**config.mk**
```make
export PLATFORM = sky130hd
export DESIGN_NAME = mup_poll
export DESIGN_NICKNAME = d
export VERILOG_FILES = /design/src/rtl/mup_poll.sv
export SDC_FILE = /design/constraint.sdc
export NUM_CORES = 1
export LEC_CHECK = 0
export ABC_AREA = 1
export CELL_PAD_IN_SITES_DETAIL_PLACEMENT = 0
export CELL_PAD_IN_SITES_GLOBAL_PLACEMENT = 1
export CORE_MARGIN = 1.5
export CORE_UTILIZATION = 41
export DETAILED_ROUTE_END_ITERATION = 8
export PLACE_DENSITY_LB_ADDON = 0.1
export SLEW_MARGIN = 30
export SYNTH_ARGS = -nofsm -noshare
export SYNTH_HDL_FRONTEND = slang
export SYNTH_SLANG_ARGS = --single-unit
```
**constraint.sdc**
```tcl
create_clock -name clk -period 18.32 [get_ports clk]
set_input_delay 3.664 -clock clk [delete_from_list [all_inputs] [get_ports clk]]
set_output_delay 3.664 -clock clk [all_outputs]
set_load 0.01 [all_outputs]
```
**src/rtl/mup_poll.sv**
```systemverilog
// mup_poll: polling scheduler for the MUP control-panel bus.
// Sweeps panel addresses 0..N_MUP-1, runs one mup_io exchange per panel,
// and keeps per-panel LED / button / analog / link-health registers that
// the host reads and writes without touching the bus itself.
//
// Handshake with mup_io: io_start is held high until io_busy is seen (or
// four clocks pass with no io_busy). The exchange is finished on the first
// clock where io_busy is low again. io_answer, io_error, io_but and io_an
// are taken as valid in that STORE cycle.
module mup_poll #(
  parameter int N_MUP = 8,
  parameter int GAP   = 1000
) (
  input  logic        clk,
  input  logic        rst,
  input  logic        enable,
  input  logic        led_wr,
  input  logic [2:0]  led_addr,
  input  logic [15:0] led_data,
  input  logic [2:0]  rd_addr,
  output logic [15:0] rd_but,
  output logic [23:0] rd_an,
  output logic [3:0]  rd_stat,
  output logic        cycle_done,
  output logic        io_start,
  output logic [2:0]  io_n_mup,
  output logic [15:0] io_led,
  input  logic        io_busy,
  input  logic        io_error,
  input  logic        io_answer,
  input  logic [15:0] io_but,
  input  logic [23:0] io_an,
  output logic [2:0]  fsm_state
);

  localparam int GW = (GAP > 1) ? $clog2(GAP) : 1;
  localparam logic [2:0] LAST = 3'(N_MUP - 1);

  typedef enum logic [2:0] {
    S_IDLE  = 3'd0,
    S_LOAD  = 3'd1,
    S_START = 3'd2,
    S_WAIT  = 3'd3,
    S_STORE = 3'd4,
    S_NEXT  = 3'd5,
    S_GAPW  = 3'd6
  } state_t;

  state_t          state;
  logic [2:0]      addr;
  logic [1:0]      start_cnt;
  logic [GW-1:0]   gap_cnt;

  // Storage is sized for the full 3-bit address space; entries at or above
  // N_MUP are never written, so they stay at zero.
  logic [15:0] led_mem  [8];
  logic [15:0] but_mem  [8];
  logic [23:0] an_mem   [8];
  logic [2:0]  fail_cnt [8];
  logic        online   [8];

  logic       led_ok;
  logic       rd_ok;
  logic       success;
  logic       do_store;
  logic       do_timeout;
  logic [2:0] fc_next;

  assign led_ok     = ({29'd0, led_addr} < 32'(N_MUP));
  assign rd_ok      = ({29'd0, rd_addr} < 32'(N_MUP));
  assign success    = io_answer & ~io_error;
  assign do_store   = (state == S_STORE);
  assign do_timeout = (state == S_START) && !io_busy && (start_cnt == 2'd3);
  assign fc_next    = (fail_cnt[addr] == 3'd7) ? 3'd7 : fail_cnt[addr] + 3'd1;
  assign fsm_state  = state;

  // Poll sequencer: one exchange per address, then a GAP-clock pause.
  always_ff @(posedge clk or posedge rst) begin
    if (rst) begin
      state      <= S_IDLE;
      addr       <= 3'd0;
      start_cnt  <= 2'd0;
      gap_cnt    <= '0;
      io_start   <= 1'b0;
      io_n_mup   <= 3'd0;
      io_led     <= 16'd0;
      cycle_done <= 1'b0;
    end else begin
      cycle_done <= 1'b0;
      case (state)
        S_IDLE: begin
          addr <= 3'd0;
          if (enable) state <= S_LOAD;
        end
        S_LOAD: begin
          // io_led is a snapshot: later LED writes wait for the next poll.
          io_n_mup  <= addr;
          io_led    <= led_mem[addr];
          io_start  <= 1'b1;
          start_cnt <= 2'd0;
          state     <= S_START;
        end
        S_START: begin
          if (io_busy) begin
            io_start <= 1'b0;
            state    <= S_WAIT;
          end else if (start_cnt == 2'd3) begin
            // mup_io never acknowledged: counted as a failed exchange.
            io_start   <= 1'b0;
            cycle_done <= enable && (addr == LAST);
            state      <= enable ? S_NEXT : S_IDLE;
          end else begin
            start_cnt <= start_cnt + 2'd1;
          end
        end
        S_WAIT: begin
          if (!io_busy) state <= S_STORE;
        end
        S_STORE: begin
          // A dropped enable lets the exchange finish here, then parks.
          cycle_done <= enable && (addr == LAST);
          state      <= enable ? S_NEXT : S_IDLE;
        end
        S_NEXT: begin
          addr    <= (addr == LAST) ? 3'd0 : addr + 3'd1;
          gap_cnt <= '0;
          state   <= S_GAPW;
        end
        S_GAPW: begin
          if (gap_cnt == GW'(GAP - 1)) state <= enable ? S_LOAD : S_IDLE;
          else gap_cnt <= gap_cnt + 1'b1;
        end
        default: state <= S_IDLE;
      endcase
    end
  end

  // Register file: host LED writes and per-panel exchange results.
  always_ff @(posedge clk or posedge rst) begin
    if (rst) begin
      for (int i = 0; i < 8; i++) begin
        led_mem[i]  <= 16'd0;
        but_mem[i]  <= 16'd0;
        an_mem[i]   <= 24'd0;
        fail_cnt[i] <= 3'd0;
        online[i]   <= 1'b0;
      end
    end else begin
      if (led_wr && led_ok) led_mem[led_addr] <= led_data;
      if (do_store && success) begin
        but_mem[addr]  <= io_but;
        an_mem[addr]   <= io_an;
        fail_cnt[addr] <= 3'd0;
        online[addr]   <= 1'b1;
      end else if (do_store || do_timeout) begin
        // Button/analog data keep the last good answer.
        fail_cnt[addr] <= fc_next;
        if (fc_next >= 3'd3) online[addr] <= 1'b0;
      end
    end
  end

  // Host read port, one clock of latency; out-of-range reads give zero.
  always_ff @(posedge clk or posedge rst) begin
    if (rst) begin
      rd_but  <= 16'd0;
      rd_an   <= 24'd0;
      rd_stat <= 4'd0;
    end else if (rd_ok) begin
      rd_but  <= but_mem[rd_addr];
      rd_an   <= an_mem[rd_addr];
      rd_stat <= {online[rd_addr], fail_cnt[rd_addr]};
    end else begin
      rd_but  <= 16'd0;
      rd_an   <= 24'd0;
      rd_stat <= 4'd0;
    end
  end

endmodule

```
==> flow_summary.toml <==
[global_routing]
grt_pass1_wl_um = 105400
grt.total_usage_pct = 22.27
grt_pass1_vias = 18930
grt_max_degree = 115
globalRoute.totalOverflow = 0
antenna_found_initial = 3

[sta]
hold_violations = 0
setup_violations = 0
finalSetupTns_ns = 0
fin_ws_ns = 12.45
fmax_mhz = 170.5
whs_ns = 0.4730
drv_slew = 0
worstMarginPinSlew_ns = 0.9732
rsz0062_at_grt = "no"
finalCriticalPeriod_ns = 5.865
max-slew-margin-rel_pct = 35.12
clock_skew_ns = 0.02541
fin_crit_sh_pct = 32.02

[critical_path]
r2r-end = "fail_cnt[9]$_DFFE_PP0P_"
cp_data_arrival_time_ns = 6.30
cp_max_fo = 66
worstPathRequired_ns = 18.76
cp-endpoint = "rd_stat[2]$_DFF_PP0_"
worstSetupStartpoint = "rd_addr[0]"
reg2reg_from = "addr[0]$_DFFE_PP0P_"
reg2reg_depth = 10
path_class = "in -> reg"
start_kind = "input port"
regToRegSetupSlack_ns = 15.03
cp-end-kind = "register"

[clocking]
cts_tree = "built"
htree_levels = 3
clk_pin_slew_ns = 0.06
clock_latency_ns = 0.59
cts_buffers = 66
post_cts_buffers = 0
cts_root_buf = "clkbuf_16"
clockBufferDepth = 3
cts_resized = 0
cts_hold_buf = 0
cts.sink_count = 563

[placement]
place_ws_ns = 11.30
gp_congestion = 0.7947
portBuffers = 136
dp_hpwl_um = 35740

[routing]
vias = 19100
wl_per_cell_um = 17.88
routed_wl_um = 65360
ant_nets = 0
vias_per_cell = 5.224
drt-initial-drc-count = 1591
drcViolationCount = 0
dr.pass1.iters = 5

[synth]
ys_warn_count = 0
async_flop_share_pct = 100.0
avgSynthCellArea_sq_um = 8.649
ys_ff_latch = 563
syn_area_sq_um = 23970
synth_cell_types = 45
synthCells = 2771
synth-main-ff-cell = "dfrtp_1"
synth_edf_count = 0
yosysSeqAreaShare_pct = 58.79
synth_fp_nets = 2845

[die]
die_w_um = 244.8
core_sq_um = 57700
start_util_pct = 41.54
row_count = 88
fp.dieH_um = 244.8
die_area_sq_um = 59910
ios = 137

[power_and_ir_drop]
p_leak_nw = 12.82
peakVddDrop_uv = 69.49
totalPowerFinal_mw = 3.303
powerDensity_nw_per_um2 = 117.3

[cells_and_area]
final_layout_size_suffix_gt1_share_pct = 5.850
final_core_util_pct = 48.81
area_growth_pct = 17.52
final_nets = 2914

[flow_run]
maxCapViolations = 0

[min_path]
hp-class = "reg -> reg"

[status]
status = "finished, final reports clean"
-- layer usage --
metal	vias to the layer above	global-route usage [%]	share of wire, %	wire, um
met1	9250	30.69	46	30380
met4	4	5.937	1.6	1077
met2	448	36.44	47	30510
met5	-	1.144	0.040	26
met3	77	3.521	5.1	3365
li1	9316	-	-	-
-- registers in the layout, summed over array words and instances, names as in the netlist, 3 cells and up, named ones only --
register and flops:
addr 3, but_mem 128, io_led 16, fail_cnt 24
rd_an 24, fsm_state 3, rd_stat 4, led_mem 128
an_mem 192, gap_cnt 10, rd_but 16, io_n_mup 3
-- layout by cell type (no fill, tap or decap), types with 4 or more instances in the layout --
master / Yosys / routed
a211oi_1: 7 / 7
a21oi_1: 37 / 37
a221oi_1: 13 / 13
a22oi_1: 13 / 13
a31oi_1: 47 / 47
buf_4: 1 / 26
buf_6: 1 / 8
bufinv_16: 0 / 5
clkbuf_1: 136 / 20
clkbuf_16: 0 / 69
clkbuf_8: 0 / 8
clkdlybuf4s50_1: 0 / 134
clkinv_2: 0 / 9
dfrtp_1: 563 / 563
ha_1: 5 / 5
inv_1: 141 / 139
inv_2: 3 / 4
inv_6: 0 / 4
nand2_1: 633 / 631
nand2_2: 8 / 10
nand3_1: 28 / 28
nand3b_1: 4 / 4
nand4_1: 11 / 11
nor2_1: 347 / 346
nor2_2: 5 / 6
nor3_1: 7 / 6
o21a_1: 6 / 6
o21ai_0: 598 / 598
o21ai_1: 50 / 50
o22a_1: 5 / 5
o22ai_1: 43 / 43
or2_2: 4 / 4
-- metrics by stage --
step	area [sq um]	std cells
floorplan	23970	2771
global placement	25860	3533
detailed placement	25950	3536
CTS	28110	3653
global route	28160	3655
finish	28160	3655
-- critical path, stage by stage --
cell and delay [ns]:
buf_4 0.47, buf_4 0.75, buf_4 0.74, o21ai_0 0.20, a221oi_1 0.32, a31oi_1 0.07
-- kinds of logic (layout without fill, tap and decap cells) --
group / after synthesis / in the layout / synth area share [%]
AO/OA/AOI/OAI: 830 / 830 / 18.53
other: 0 / 1 / 0
XOR/XNOR: 1 / 1 / 0.03655
buffers and inverters: 318 / 436 / 5.174
adder cells (fa/ha/maj): 5 / 5 / 0.2610
AND/OR/NAND/NOR: 1054 / 1054 / 17.21
flip-flops: 563 / 563 / 58.79
-- area by class of cell --
type                    count  area [sq um]
fillers                  5522         29530
repair buffers            173          1749
well taps                 765         957.2
inverters                 146         555.5
clock inverters            20         249.0
diodes                      1         2.502
clock buffers              97          1912
flip-flops and latches    563         14090
multi-input cells        1890          8650
-- synthesized netlist by cell type (27+ instances only) --
library cell | count | area (sq um)
a21oi_1 | 37 | 185.2
a31oi_1 | 47 | 294.0
buf_2 | 27 | 135.1
clkbuf_1 | 136 | 510.5
dfrtp_1 | 563 | 14090
inv_1 | 141 | 529.3
nand2_1 | 633 | 2376
nand3_1 | 28 | 140.1
nor2_1 | 347 | 1303
o21ai_0 | 598 | 2993
o21ai_1 | 50 | 250.2
o22ai_1 | 43 | 269.0
-- report_power, final --
group | internal (mW) | switching, mW
registers | 1.39 | 0.0852
logic | 0.210 | 0.315
clock network | 0.796 | 0.509
total | 2.39 | 0.909
-- worst min-delay path by stage --
stage	cells past startpoint	from	slack, ns	to
after floorplan	2	register	0.44	register
after global placement	2	register	0.45	register
after detailed placement	2	register	0.46	register
after CTS	2	register	0.47	register
after global routing	2	register	0.48	register
final	2	register	0.47	register
No activity file was read; power rests on OpenSTA's default activity.
